[src/rtl/fetch_unit.sv]
`default_nettype none
// ============================================================================
// Module      : fetch_unit
// Description : RV32I instruction-fetch stage. Owns the PC, issues one
//               outstanding request to instruction memory, absorbs a
//               returning instruction into a one-entry skid buffer under
//               stall, and drives the IF/ID pipeline register.
// Revision    : 1.0 - initial release
// ============================================================================
module fetch_unit #(
    parameter logic [31:0] RESET_PC  = 32'h0000_0000,
    parameter logic [31:0] NOP_INSTR = 32'h0000_0013
) (
    input  logic        clk,
    input  logic        reset,
    input  logic        stall,
    input  logic        flush,
    input  logic [31:0] pc_target,
    output logic        imem_req_valid,
    output logic [31:0] imem_req_addr,
    input  logic        imem_req_ready,
    input  logic        imem_resp_valid,
    input  logic [31:0] imem_resp_data,
    output logic [31:0] pc,
    output logic        if_id_valid,
    output logic [31:0] if_id_pc,
    output logic [31:0] if_id_instruction
);

    localparam logic [1:0] c_st_fetch = 2'd0;
    localparam logic [1:0] c_st_wait  = 2'd1;
    localparam logic [1:0] c_st_hold  = 2'd2;

    logic [1:0]  r_state;
    logic [31:0] r_pc;
    logic [31:0] r_req_pc;
    logic        r_drop;
    logic        r_skid_valid;
    logic [31:0] r_skid_pc;
    logic [31:0] r_skid_instr;
    logic        r_if_id_valid;
    logic [31:0] r_if_id_pc;
    logic [31:0] r_if_id_instr;

    logic [1:0]  w_state_nxt;
    logic [31:0] w_pc_nxt;
    logic [31:0] w_req_pc_nxt;
    logic        w_drop_nxt;
    logic        w_skid_valid_nxt;
    logic [31:0] w_skid_pc_nxt;
    logic [31:0] w_skid_instr_nxt;
    logic        w_if_id_valid_nxt;
    logic [31:0] w_if_id_pc_nxt;
    logic [31:0] w_if_id_instr_nxt;
    logic        w_req_fire;

    // Request is held stable in FETCH until accepted; silenced while in reset
    assign imem_req_valid    = (r_state == c_st_fetch) && !reset;
    assign imem_req_addr     = r_pc;
    assign pc                = r_pc;
    assign if_id_valid       = r_if_id_valid;
    assign if_id_pc          = r_if_id_pc;
    assign if_id_instruction = r_if_id_instr;
    assign w_req_fire        = (r_state == c_st_fetch) && imem_req_ready;

    // State register: all fetch-stage state, cleared asynchronously by reset
    always_ff @(posedge clk or posedge reset) begin
        if (reset) begin
            r_state       <= c_st_fetch;
            r_pc          <= RESET_PC;
            r_req_pc      <= RESET_PC;
            r_drop        <= 1'b0;
            r_skid_valid  <= 1'b0;
            r_skid_pc     <= 32'h0;
            r_skid_instr  <= NOP_INSTR;
            r_if_id_valid <= 1'b0;
            r_if_id_pc    <= 32'h0;
            r_if_id_instr <= NOP_INSTR;
        end else begin
            r_state       <= w_state_nxt;
            r_pc          <= w_pc_nxt;
            r_req_pc      <= w_req_pc_nxt;
            r_drop        <= w_drop_nxt;
            r_skid_valid  <= w_skid_valid_nxt;
            r_skid_pc     <= w_skid_pc_nxt;
            r_skid_instr  <= w_skid_instr_nxt;
            r_if_id_valid <= w_if_id_valid_nxt;
            r_if_id_pc    <= w_if_id_pc_nxt;
            r_if_id_instr <= w_if_id_instr_nxt;
        end
    end

    // Next-state logic: normal fetch flow first, then flush overrides it
    always_comb begin
        w_state_nxt      = r_state;
        w_pc_nxt         = r_pc;
        w_req_pc_nxt     = r_req_pc;
        w_drop_nxt       = r_drop;
        w_skid_valid_nxt = r_skid_valid;
        w_skid_pc_nxt    = r_skid_pc;
        w_skid_instr_nxt = r_skid_instr;
        // With nothing new arriving, IF/ID either holds (stall) or drains to a bubble
        if (stall) begin
            w_if_id_valid_nxt = r_if_id_valid;
            w_if_id_pc_nxt    = r_if_id_pc;
            w_if_id_instr_nxt = r_if_id_instr;
        end else begin
            w_if_id_valid_nxt = 1'b0;
            w_if_id_pc_nxt    = 32'h0;
            w_if_id_instr_nxt = NOP_INSTR;
        end

        case (r_state)
            c_st_fetch: begin
                if (w_req_fire) begin
                    w_req_pc_nxt = r_pc;
                    w_pc_nxt     = r_pc + 32'd4;
                    w_state_nxt  = c_st_wait;
                end
            end
            c_st_wait: begin
                if (imem_resp_valid) begin
                    w_state_nxt = c_st_fetch;
                    if (r_drop) begin
                        // Response belongs to a request cancelled by an earlier flush
                        w_drop_nxt = 1'b0;
                    end else if (!stall) begin
                        w_if_id_valid_nxt = 1'b1;
                        w_if_id_pc_nxt    = r_req_pc;
                        w_if_id_instr_nxt = imem_resp_data;
                    end else begin
                        // Decode is stalled: park the instruction so it is not lost
                        w_skid_valid_nxt = 1'b1;
                        w_skid_pc_nxt    = r_req_pc;
                        w_skid_instr_nxt = imem_resp_data;
                        w_state_nxt      = c_st_hold;
                    end
                end
            end
            c_st_hold: begin
                if (!stall) begin
                    w_if_id_valid_nxt = r_skid_valid;
                    w_if_id_pc_nxt    = r_skid_pc;
                    w_if_id_instr_nxt = r_skid_instr;
                    w_skid_valid_nxt  = 1'b0;
                    w_state_nxt       = c_st_fetch;
                end
            end
            default: w_state_nxt = c_st_fetch;
        endcase

        if (flush) begin
            w_if_id_valid_nxt = 1'b0;
            w_if_id_pc_nxt    = 32'h0;
            w_if_id_instr_nxt = NOP_INSTR;
            w_skid_valid_nxt  = 1'b0;
            w_pc_nxt          = pc_target;
            case (r_state)
                c_st_fetch: begin
                    // A request accepted this cycle is now stale; its response must be dropped
                    if (w_req_fire) begin
                        w_state_nxt = c_st_wait;
                        w_drop_nxt  = 1'b1;
                    end else begin
                        w_state_nxt = c_st_fetch;
                    end
                end
                c_st_wait: begin
                    if (imem_resp_valid) begin
                        w_state_nxt = c_st_fetch;
                        w_drop_nxt  = 1'b0;
                    end else begin
                        w_state_nxt = c_st_wait;
                        w_drop_nxt  = 1'b1;
                    end
                end
                default: w_state_nxt = c_st_fetch;
            endcase
        end
    end

endmodule
`default_nettype wire

[config.mk]
export PLATFORM = sky130hd
export DESIGN_NAME = fetch_unit
export DESIGN_NICKNAME = d
export VERILOG_FILES = /design/src/rtl/fetch_unit.sv
export SDC_FILE = /design/constraint.sdc
export NUM_CORES = 1
export LEC_CHECK = 0
export CORE_MARGIN = 5
export CORE_UTILIZATION = 44
export CTS_CLUSTER_DIAMETER = 60
export DETAILED_ROUTE_END_ITERATION = 8
export PLACE_DENSITY_LB_ADDON = 0.2
export SKIP_CTS_REPAIR_TIMING = 1
export SYNTH_ARGS = -nofsm -noshare
export SYNTH_HDL_FRONTEND = slang
export SYNTH_SLANG_ARGS = --single-unit
[constraint.sdc]
create_clock -name clk -period 5.8 [get_ports clk]
set_input_delay 0.87 -clock clk [delete_from_list [all_inputs] [get_ports clk]]
set_output_delay 0.87 -clock clk [all_outputs]
set_load 0.02 [all_outputs]
# Word-level counts from Yosys, hierarchy flattened

Cells that the tools add are included.

Word-level logic and storage cells: 77
Bits in registers: 197
Output and inout port bits: 130

Reduce and logical (&&, ||, !) cells: 12
Mux-type cells: 46
Equal/unequal tests: 7
Bitwise operators: 1
Add/subtract/negate cells: 1

Operators with widths:

| operator                                                        | count |
|---|---|
| 32-bit 2-to-1 mux                                               | 15 |
| 32-bit one-hot mux with 2 select lines                          | 2 |
| 32-bit by 3-bit adder with 32-bit output, second input constant | 1 |
| 1-bit 2-to-1 mux                                                | 18 |
| 3-bit != test, second input constant                            | 5 |
| 2-bit 2-to-1 mux                                                | 6 |
| 1-bit one-hot mux with 2 select lines                           | 3 |
| 2-bit one-hot mux with 3 select lines                           | 1 |
| 5-bit AND reduction                                             | 1 |
| 2-bit one-hot mux with 2 select lines                           | 1 |
| 2-bit AND reduction                                             | 2 |
| 4-bit AND reduction                                             | 1 |
| 2-bit nonzero test                                              | 2 |
| 3-bit AND reduction                                             | 1 |
| 3-bit nonzero test                                              | 1 |
| 2-bit by 1-bit == test with 1-bit output, second input constant | 1 |
| 2-bit == test, second input constant                            | 1 |
| 1-bit logical AND                                               | 2 |
| 2-bit logical NOT                                               | 1 |
| 1-bit logical NOT                                               | 1 |
| 1-bit NOT                                                       | 1 |

# Longest topological paths before layout

Gate-level depths: netlist of the first run.

Depth in word-level cells: 6
Gate-level depth with buffers: 9
Depth with buffers taken out: 6

# Least setup slack after synthesis of the first run

Ideal clock, no wire load.

Path type: register to register
Start point: register r_pc[6] (netlist: imem_req_addr[6])
End point: register r_pc[20] (netlist: imem_req_addr[20])
Cell stages (with the launch flop): 7
Arrival: 2.182 ns
Buffers on the path: 2
Path slack: 3.536 ns
Setup time: 0.082 ns
Clock period less this slack: 2.264 ns
Required time: 5.718 ns
Cells stage by stage: dfrtp_1 nand4_4 or4_1 clkbuf_2 buf_6 or4_1 a31oi_1

Longest elaborated chain between the ends: 4

RTL lines:

| element                                  | RTL line | RTL |
|---|---|---|
| start: declaration                       | 35       | `logic [31:0] r_pc;` |
| start signal: assignment                 | 81       | `r_pc <= w_pc_nxt;` |
| 32-bit by 3-bit adder with 32-bit output | 117      | `w_pc_nxt = r_pc + 32'd4;` |
| 32-bit 2-to-1 mux                        | 115      | `if (w_req_fire) begin` |
| 32-bit 2-to-1 mux                        | 113      | `case (r_state)` |
| 32-bit 2-to-1 mux                        | 152      | `if (flush) begin` |

Every way passes these cells. The select of a mux whose other input is x is not followed.
A chain may end at the register's enable or synchronous reset.

# Final worst setup path of the first run

Start point: register r_state[0]
End point: output imem_req_valid

Longest elaborated chain between the ends: 2

RTL lines:

| element                  | RTL line | RTL |
|---|---|---|
| start: declaration       | 34       | `logic [1:0] r_state;` |
| start signal: assignment | 69       | `r_state <= c_st_fetch;` |
| start signal: assignment | 80       | `r_state <= w_state_nxt;` |
| 2-bit logical NOT        | 58       | `assign imem_req_valid = (r_state == c_st_fetch) && !reset;` |
| 1-bit logical AND        | 58       |  |
| end: declaration         | 19       | `output logic imem_req_valid,` |

Every way passes these cells.

==> summary.md, run 1 <==
| Metric | Value |
|---|---|
| Nets | `about 1,000` |
| Synth Net Count | `874` |
| Mean area per synthesized cell | `11.36 um^2` |
| Area contributors post-synth | `dfrtp_1, mux2_2, a22o_1, a22oi_1, nor2_1` |
| Crit path depth | `4` |
| FFs w/ async S/R, synth | `100.0%` |
| Seq cells post-synth | `197` |
| Dpl hpwl | `between 10,000 and 15,000 um` |
| Remaining antenna violation count | `0` |
| FF-to-FF path depth | `4` |
| Num CTS Buffers | `17` |
| Setup Skew | `6.938 ps` |
| Max Fclk | `between 0.3 and 0.4 GHz` |
| DRC | `0` |
| Total core area | `20,230 um^2` |
| CP arrival | `2130 ps` |
| Setup tns final | `0 ps` |
| Sw Share | `approximately 30%` |
| Vias in the first global route | `6,721` |
| HP Class | `reg -> reg` |
| Buf/Inv on CP | `2` |
| Port buffer count | `199` |
| Combinational power share | `26.2%` |
| Initial core utilization | `44.79%` |
| Max clock buf depth | `2` |
| Standby leakage power | `0.004780 uW` |
| H-tree depth | `4` |
| CP max stage cell | `clkdlybuf4s50_1` |
| Grt ovf | `0` |
| Hold slack | `~500 ps` |
| Synth area leader | `dfrtp_1` |
| Tightest Pin Transition | `between 900 and 1000 ps` |
| Worst path cell trace | `inv_1 -> ha_1 -> nor2b_1 -> clkdlybuf4s50_1` |
| First-pass GRT wire length | `36,980 um` |
| Pin count of the biggest net entering global routing | `between 100 and 150` |
| Register area share after synthesis | `between 50% and 60%` |
| Yosys cell types | `46` |
| Die area | `approximately 24,000 um^2` |
| Total global-route track usage | `19.14%` |
| WL final | `22,360 um` |
| Vias per cell | `between 5 and 6` |
| RSZ-0062 raised after global routing | `no` |
| Power per standard cell area | `between 300 and 400 nW/um^2` |
| Critical Path RT | `4930 ps` |
| Clk sink count | `197` |
| Router iterations before antenna repair | `7` |
| Synth top area share | `52.73%` |
| Synthesized cell area | `9064 um^2` |
| Clock Latency Late Sink | `420 ps` |
| Hold Path Stages | `2` |
| Crit. End Element | `primary output` |
| Net load switching power | `about 1300 uW` |
| I/O pins | `200` |
| Run status | `completed` |
| Layout cells sized above 1 | `about 16%` |
| Initial antenna violation count | `0` |
| Number of enable flip-flop cells after synthesis | `0` |
| Finish-stage setup viols | `0` |
| Final period utilization | `51.76%` |
| Headroom to the max-slew limit | `35.75%` |
| Fill cells | `between 1,500 and 2,000` |
| First DRT Iteration DRCs | `395` |
| GPL Wtd Cong | `between 0.7 and 0.8` |
| CP Class | `reg -> out` |
| Hold Fails Final Rpt | `0` |
| Seq pwr share | `45.3%` |
| Max-cap violations | `0` |
| Drt wl/cell | `18.39 um` |
| Worst-path clk slew | `70 ps` |
| Die Height | `roughly 150 um` |
| Antenna diode count | `0` |
| CP startpoint kind | `flip-flop` |
| Max VDD drop | `0.0002036 V` |
| Final Critical Period | `between 3000 and 4000 ps` |
| Root buffer cell | `clkbuf_16` |
| YS warnings | `0` |
| Syn-to-layout area delta | `28.71%` |
| Die X | `153.5 um` |
| Final Max Tran Viols | `0` |
| Post-synth top flop | `dfrtp_1` |
| Syn Inst Count | `~800` |
| Rows | `52` |
| Crit path largest cell delay | `610 ps` |
| CTS tree | `done` |
| CP max FO | `9` |
| Clk network pwr share | `between 20 and 30%` |
| Power Internal | `3154 uW` |
| Delay-heaviest family, CP | `buffers and inverters` |
| Via Count | `6,747` |
==> final timing paths <==
kind / startpoint / endpoint / slack, ps
max in group asynchronous: reset / if_id_instruction[5]$_DFF_PP0_ / 3980
worst min register to register: if_id_instruction[1]$_DFF_PP1_ / if_id_instruction[1]$_DFF_PP1_ / 500
worst min-delay path: if_id_instruction[1]$_DFF_PP1_ / if_id_instruction[1]$_DFF_PP1_ / 500
worst max register to register: imem_req_addr[6]$_DFFE_PP0P_ / imem_req_addr[25]$_DFFE_PP0P_ / 3210
min in group asynchronous: reset / imem_req_addr[0]$_DFFE_PP0P_ / 1050
worst max-delay path: r_state[0]$_DFFE_PP0P_ / imem_req_valid / 2800
==> tightest hold or removal path, delay by kind of cell (launching register included) <==
family | cells | cell delay [ps]
AOI/OAI and AO/OA | 1 | 40
DFF | 1 | 370
and+or+nand+nor | 1 | 90
==> power by group through the flow <==
stage	combinational (uW)	sequential (uW)	clock (uW)
finish	1180	2040	1280
global route	1300	2100	1370
CTS	1200	2040	1320
detailed placement	1190	2060	0
global placement	1170	2040	0
floorplan	808	2040	0
==> routing by layer <==
layer	track usage, %	routed length, um	up-vias
li1	-	-	3168
met1	28.16	10810	3364
met2	28.93	10130	205
met3	4.356	1199	10
met4	4.668	220	0
met5	0	0	-
==> area by class of cell <==
class,count,area [um^2],share of cell area (%)
repair buffers,207,2062,17.67
inverters,13,52.55,0.4505
clock buffers,23,488.0,4.183
clock inverters,9,161.4,1.384
multi-input cells,497,3627,31.09
flip-flops and latches,197,4937,42.32
well taps,270,337.8,2.896
==> per-stage QoR <==
stage	power [uW]	instances	util, %	cell area (um^2)	setup WS [ps]
after floorplan	2851	798	-	9067	2389
after global placement	3214	1184	54.45	11020	2484
after detailed placement	3256	1184	54.45	11020	2425
after CTS	4548	1216	57.66	11670	2768
after global routing	4767	1216	57.66	11670	2659
final	4499	1216	57.66	11670	2798
==> registers in the layout, summed over array words and instances (netlist names) <==
signal and flops:
if_id_instruction 32, if_id_pc 32, if_id_valid 1, imem_req_addr 32, r_drop 1, r_req_pc 32
r_skid_instr 32, r_skid_pc 32, r_skid_valid 1, r_state 2
==> logic make-up (layout without fill, tap and decap cells) <==
logic type      after synthesis  in the layout  synth area share [%]
fa+ha+maj                     6              6                0.8282
simple gates                192            192                 10.17
compound gates              191            191                 15.74
mux                          96             96                 11.90
flops                       197            197                 54.47
xor+xnor                     12             12                 1.160
buf+inv                     104            252                 5.729
==> placed cells by master, fill, tap and decap left out, drive strengths merged, types with 5 or more instances in the layout <==
| master | Yosys | layout |
|---|---|---|
| clkdlybuf4s50 | 0 | 198 |
| dfrtp | 191 | 191 |
| mux2 | 94 | 94 |
| nor2 | 82 | 82 |
| a22oi | 63 | 63 |
| a22o | 61 | 61 |
| nand2 | 39 | 39 |
| o21ai | 28 | 28 |
| clkbuf | 55 | 23 |
| a31oi | 15 | 15 |
| nand3 | 15 | 15 |
| or4 | 15 | 15 |
| inv | 12 | 14 |
| o31ai | 11 | 11 |
| nand4 | 10 | 10 |
| buf | 36 | 9 |
| xnor2 | 8 | 8 |
| dfstp | 6 | 6 |
| ha | 6 | 6 |
| and2 | 5 | 5 |
| nor4 | 5 | 5 |
==> synthesized netlist by cell type (all sizes together) (3+ instances only) <==
cell    count
dfrtp     191
mux2       94
nor2       82
a22oi      63
a22o       61
clkbuf     55
nand2      39
buf        36
o21ai      28
a31oi      15
nand3      15
or4        15
inv        12
o31ai      11
nand4      10
xnor2       8
dfstp       6
ha          6
and2        5
nor4        5
a21oi       4
nor2b       4
nor3        4
xor2        4
a311o       3
(Power assumes the default switching activity.)
==> run 2, diff against run 1 <==
Clock period 5.8 ns to 2.99 ns, I/O delays scaled along.
==> summary.md, run 2 (synthesis results as in run 1) <==
| Metric | Value |
|---|---|
| Layout cells sized above 1 | `between 10% and 20%` |
| Die X | `153.5 um` |
| Syn-to-layout area delta | `29.04%` |
| Port buffer count | `around 200` |
| Placed Cells | `1,193` |
| Total global-route track usage | `19.14%` |
| Initial antenna violation count | `0` |
| Final period utilization | `84.59%` |
| Antenna diode count | `0` |
| CP startpoint kind | `flip-flop` |
| Max VDD drop | `0.0003906 V` |
| RSZ-0062 raised after global routing | `no` |
| Finish-stage setup viols | `0` |
| Setup tns final | `0 ps` |
| Remaining antenna violation count | `0` |
| Num CTS Buffers | `17` |
| Initial core utilization | `44.79%` |
| CTS tree | `done` |
| I/O pins | `200` |
| Hold slack | `482.4 ps` |
| Nets | `just over 1,000` |
| WL final | `approximately 23,000 um` |
| Most common cell after layout, fill and taps aside | `clkdlybuf4s50_1` |
| Crit. End Element | `primary output` |
| Max-cap violations | `0` |
| Drt wl/cell | `18.65 um` |
| First-pass GRT wire length | `36,490 um` |
| Clk sink count | `197` |
| Setup Skew | `8.953 ps` |
| Die area | `23,570 um^2` |
| DRC | `0` |
| Worst-path clk slew | `70 ps` |
| Hold Fails Final Rpt | `0` |
| Finished Layout Cells | `about 1,200` |
| Most frequent cells in the layout | `clkdlybuf4s50_1, dfrtp_1, mux2_2` |
| Critical Path RT | `2540 ps` |
| Max clock buf depth | `2` |
| Clock Latency Late Sink | `roughly 430 ps` |
| First DRT Iteration DRCs | `352` |
| Tightest Pin Transition | `805.8 ps` |
| Final Max Tran Viols | `0` |
| Router iterations before antenna repair | `4` |
| Pin count of the biggest net entering global routing | `124` |
| H-tree depth | `4` |
| CP max FO | `8` |
| Via Count | `6,735` |
| Root buffer cell | `clkbuf_16` |
| Grt ovf | `0` |
| Max Fclk | `0.3954 GHz` |
| Total core area | `20,230 um^2` |
| Vias per cell | `5.498` |
| Rows | `52` |
| CP arrival | `2080 ps` |
| Dpl hpwl | `14,920 um` |
| GPL Wtd Cong | `between 0.7 and 0.8` |
| HP Class | `in -> reg` |
| Vias in the first global route | `6,572` |
| Standby leakage power | `about 0.0048 uW` |
| Run status | `completed` |
| Power per standard cell area | `729.4 nW/um^2` |
| Headroom to the max-slew limit | `a little under half` |
| CP Class | `reg -> out` |
| Final Critical Period | `roughly 2500 ps` |
| Die Height | `153.5 um` |
-- run 2: cell count changes in the layout (fill, tap and decap cells not counted), sizes merged --
cell and delta:
buf +9, bufinv -3, clkbuf -3, clkinv +3, inv +2, clkinvlp +1
-- run 2: worst max-delay path, cell delays in order (launching register included) --
cell and delay, ps:
dfrtp_1 420, inv_1 120, ha_1 190, buf_4 180, nor2b_1 130, clkdlybuf4s50_1 610
-- run 2: stage by stage --
step | power, uW | setup WS [ps] | area (um^2) | utilization [%]
2_1_floorplan | 5530 | 0.02709 | 9067 | -
6_report | 8531 | 460.9 | 11700 | 57.80
3_3_place_gp | 6283 | 516.7 | 11120 | 54.97
5_1_grt | 9010 | 306.2 | 11700 | 57.80
3_5_place_dp | 6370 | 468.0 | 11120 | 54.97
4_1_cts | 8625 | 430.3 | 11700 | 57.80
-- run 2: path summary, 6_finish.rpt --
path | startpoint | endpoint | slack, ps | cells past startpoint
worst max-delay path | r_state[0]$_DFFE_PP0P_ | imem_req_valid | 460 | 5
worst min register to register | if_id_instruction[1]$_DFF_PP1_ | if_id_instruction[1]$_DFF_PP1_ | 500 | 2
worst min-delay path | flush | if_id_instruction[1]$_DFF_PP1_ | 480 | 5
min in group asynchronous | reset | if_id_instruction[30]$_DFF_PP0_ | 550 | 3
worst max register to register | imem_req_addr[6]$_DFFE_PP0P_ | imem_req_addr[22]$_DFFE_PP0P_ | 500 | 4
max in group asynchronous | reset | if_id_pc[30]$_DFF_PP0_ | 1870 | 3
-- run 2: layout make-up --
type                            instances  area [um^2]
Tap cell                              270        337.8
Fill cell                            1737         8538
Clock buffer                           20        456.7
Timing Repair Buffer                  216         2167
Multi-Input combinational cell        497         3627
Sequential cell                       197         4937
Clock inverter                         12        117.6
Inverter                               13        52.55
-- run 2: report_power, final --
part	switching [uW]	internal (uW)
Clock	1020	1210
Sequential	514	3440
Combinational	1130	1210
Total	2670	5860
-- run 2: per-layer routing --
| metal | up-vias | global-route usage, % | part of all wire, % |
|---|---|---|---|
| met2 | 225 | 30.23 | 47 |
| met5 | - | 0 | 0 |
| li1 | 3181 | - | - |
| met4 | 0 | 4.584 | 0.91 |
| met3 | 13 | 3.794 | 5.2 |
| met1 | 3316 | 27.47 | 47 |
==> run 3, diff against run 2 <==
Clock period 2.99 ns to 2.35 ns, I/O delays scaled along.
==> summary.md, run 3 (synthesis results as in run 1) <==
| Metric | Value |
|---|---|
| Run status | `completed` |
| Hold Fails Final Rpt | `0` |
| Remaining antenna violation count | `0` |
| Power Internal | `roughly 7600 uW` |
| Buf/Inv on CP | `2` |
| CP startpoint kind | `flip-flop` |
| Vias in the first global route | `7,018` |
| CP Class | `reg -> out` |
| Standby leakage power | `between 0.004 and 0.005 uW` |
| GPL Wtd Cong | `0.8451` |
| Max Fclk | `0.4769 GHz` |
| Syn-to-layout area delta | `32.47%` |
| RSZ-0062 raised after global routing | `no` |
| Die X | `153.5 um` |
| Crit path depth | `4` |
| Pin count of the biggest net entering global routing | `between 70 and 80` |
| CTS tree | `done` |
| Antenna diode count | `0` |
| Fill cells | `1,721` |
| Worst path cell trace | `inv_1 -> ha_2 -> nor2b_1 -> dlymetal6s2s_1` |
| Power per standard cell area | `924.6 nW/um^2` |
| Setup tns final | `0 ps` |
| Max VDD drop | `0.0005231 V` |
| Drt wl/cell | `18.55 um` |
| I/O pins | `200` |
| Layout cells sized above 1 | `19.00%` |
| FF-to-FF path depth | `5` |
| Rows | `52` |
| Root buffer cell | `clkbuf_16` |
| Most common cell after layout, fill and taps aside | `clkdlybuf4s50_1` |
| DRC | `0` |
| Initial antenna violation count | `0` |
| Die area | `around 24,000 um^2` |
| Final Critical Period | `2097 ps` |
| Final Max Tran Viols | `0` |
| CP arrival | `1740 ps` |
| Most frequent cells in the layout | `clkdlybuf4s50_1, dfrtp_1, mux2_2` |
| Crit path largest cell delay | `roughly 410 ps` |
| HP Class | `in -> reg` |
| First-pass GRT wire length | `38,270 um` |
| Dpl hpwl | `15,890 um` |
| Router iterations before antenna repair | `4` |
| Worst-path clk slew | `approximately 70 ps` |
| Grt ovf | `0` |
| Hold Path Stages | `3` |
| Setup Skew | `11.22 ps` |
| Critical Path RT | `roughly 2000 ps` |
| Max-cap violations | `0` |
| Net load switching power | `3470 uW` |
| Clock Latency Late Sink | `430 ps` |
| Finish-stage setup viols | `0` |
| CP max FO | `9` |
| Total core area | `20,230 um^2` |
| Initial core utilization | `44.79%` |
| Clk network pwr share | `a little over a quarter` |
| CP max stage cell | `dfrtp_1` |
| Die Height | `approximately 150 um` |
| Combinational power share | `28.5%` |
| Num CTS Buffers | `17` |
| Final Core Density | `59.34%` |
| First DRT Iteration DRCs | `349` |
| Crit. End Element | `primary output` |
| Max clock buf depth | `2` |
| Vias per cell | `5.493` |
| H-tree depth | `4` |
| Nets | `1,047` |
| Seq pwr share | `44.9%` |
| Register area | `4937 um^2` |
| Sw Share | `roughly 31%` |
| WL final | `23,260 um` |
| Tightest Pin Transition | `513.1 ps` |
| Total global-route track usage | `20.01%` |
| Final period utilization | `~89%` |
| Delay-heaviest family, CP | `flip-flops` |
| Multi-input gate area | `between 3000 and 4000 um^2` |
| Clk sink count | `between 150 and 200` |
| Port buffer count | `199` |
| Via Count | `between 6,000 and 7,000` |
| Headroom to the max-slew limit | `65.79%` |
## run 3: stage by stage
stage,cell area [um^2],worst slack [ps],std cells,power [uW],hold WS (ps)
floorplan,9067,-544.0,798,7036,468.4
global placement,11400,174.4,1222,8113,487.0
detailed placement,11400,149.0,1222,8240,493.4
CTS,12000,-263.1,1254,11220,323.7
global route,12010,121.9,1254,11730,355.8
finish,12010,253.3,1254,11100,351.8
## run 3: per-layer routing
metal	up-vias	track usage (%)	part of all wire [%]
met5	-	0	0
met4	0	6.056	1.9
met3	24	4.413	5.5
met2	213	31.67	47
met1	3411	27.82	46
li1	3240	-	-
## run 3: layout make-up
cell class	instances	share of cell area, %
flip-flops and latches	197	41.12
well taps	270	2.814
inverters	13	0.4377
clock inverters	14	1.417
multi-input cells	497	30.23
repair buffers	245	20.40
clock buffers	18	3.574
## run 3: power groups by stage
stage          Combinational [uW]  Clock [uW]  Sequential (uW)
6_report                     3160        2960             4980
5_1_grt                      3460        3150             5120
4_1_cts                      3200        3040             4980
3_5_place_dp                 3190           0             5050
3_3_place_gp                 3130           0             4990
2_1_floorplan                1990           0             5040
## run 3: final timing paths
kind | startpoint | end | slack, ps
worst max-delay path | r_state[0]$_DFFE_PP0P_ | imem_req_valid | 250
worst min-delay path | flush | imem_req_addr[10]$_DFFE_PP0P_ | 350
worst max register to register | imem_req_addr[8]$_DFFE_PP0P_ | imem_req_addr[24]$_DFFE_PP0P_ | 260
worst min register to register | if_id_instruction[0]$_DFF_PP1_ | if_id_instruction[0]$_DFF_PP1_ | 500
max in group asynchronous | reset | r_skid_instr[30]$_DFFE_PP0P_ | 1390
min in group asynchronous | reset | if_id_pc[1]$_DFF_PP0_ | 490
## run 3: worst min-delay path: stages
cell and delay (ps):
buf_4 230, nand2_1 90, o21ai_0 60
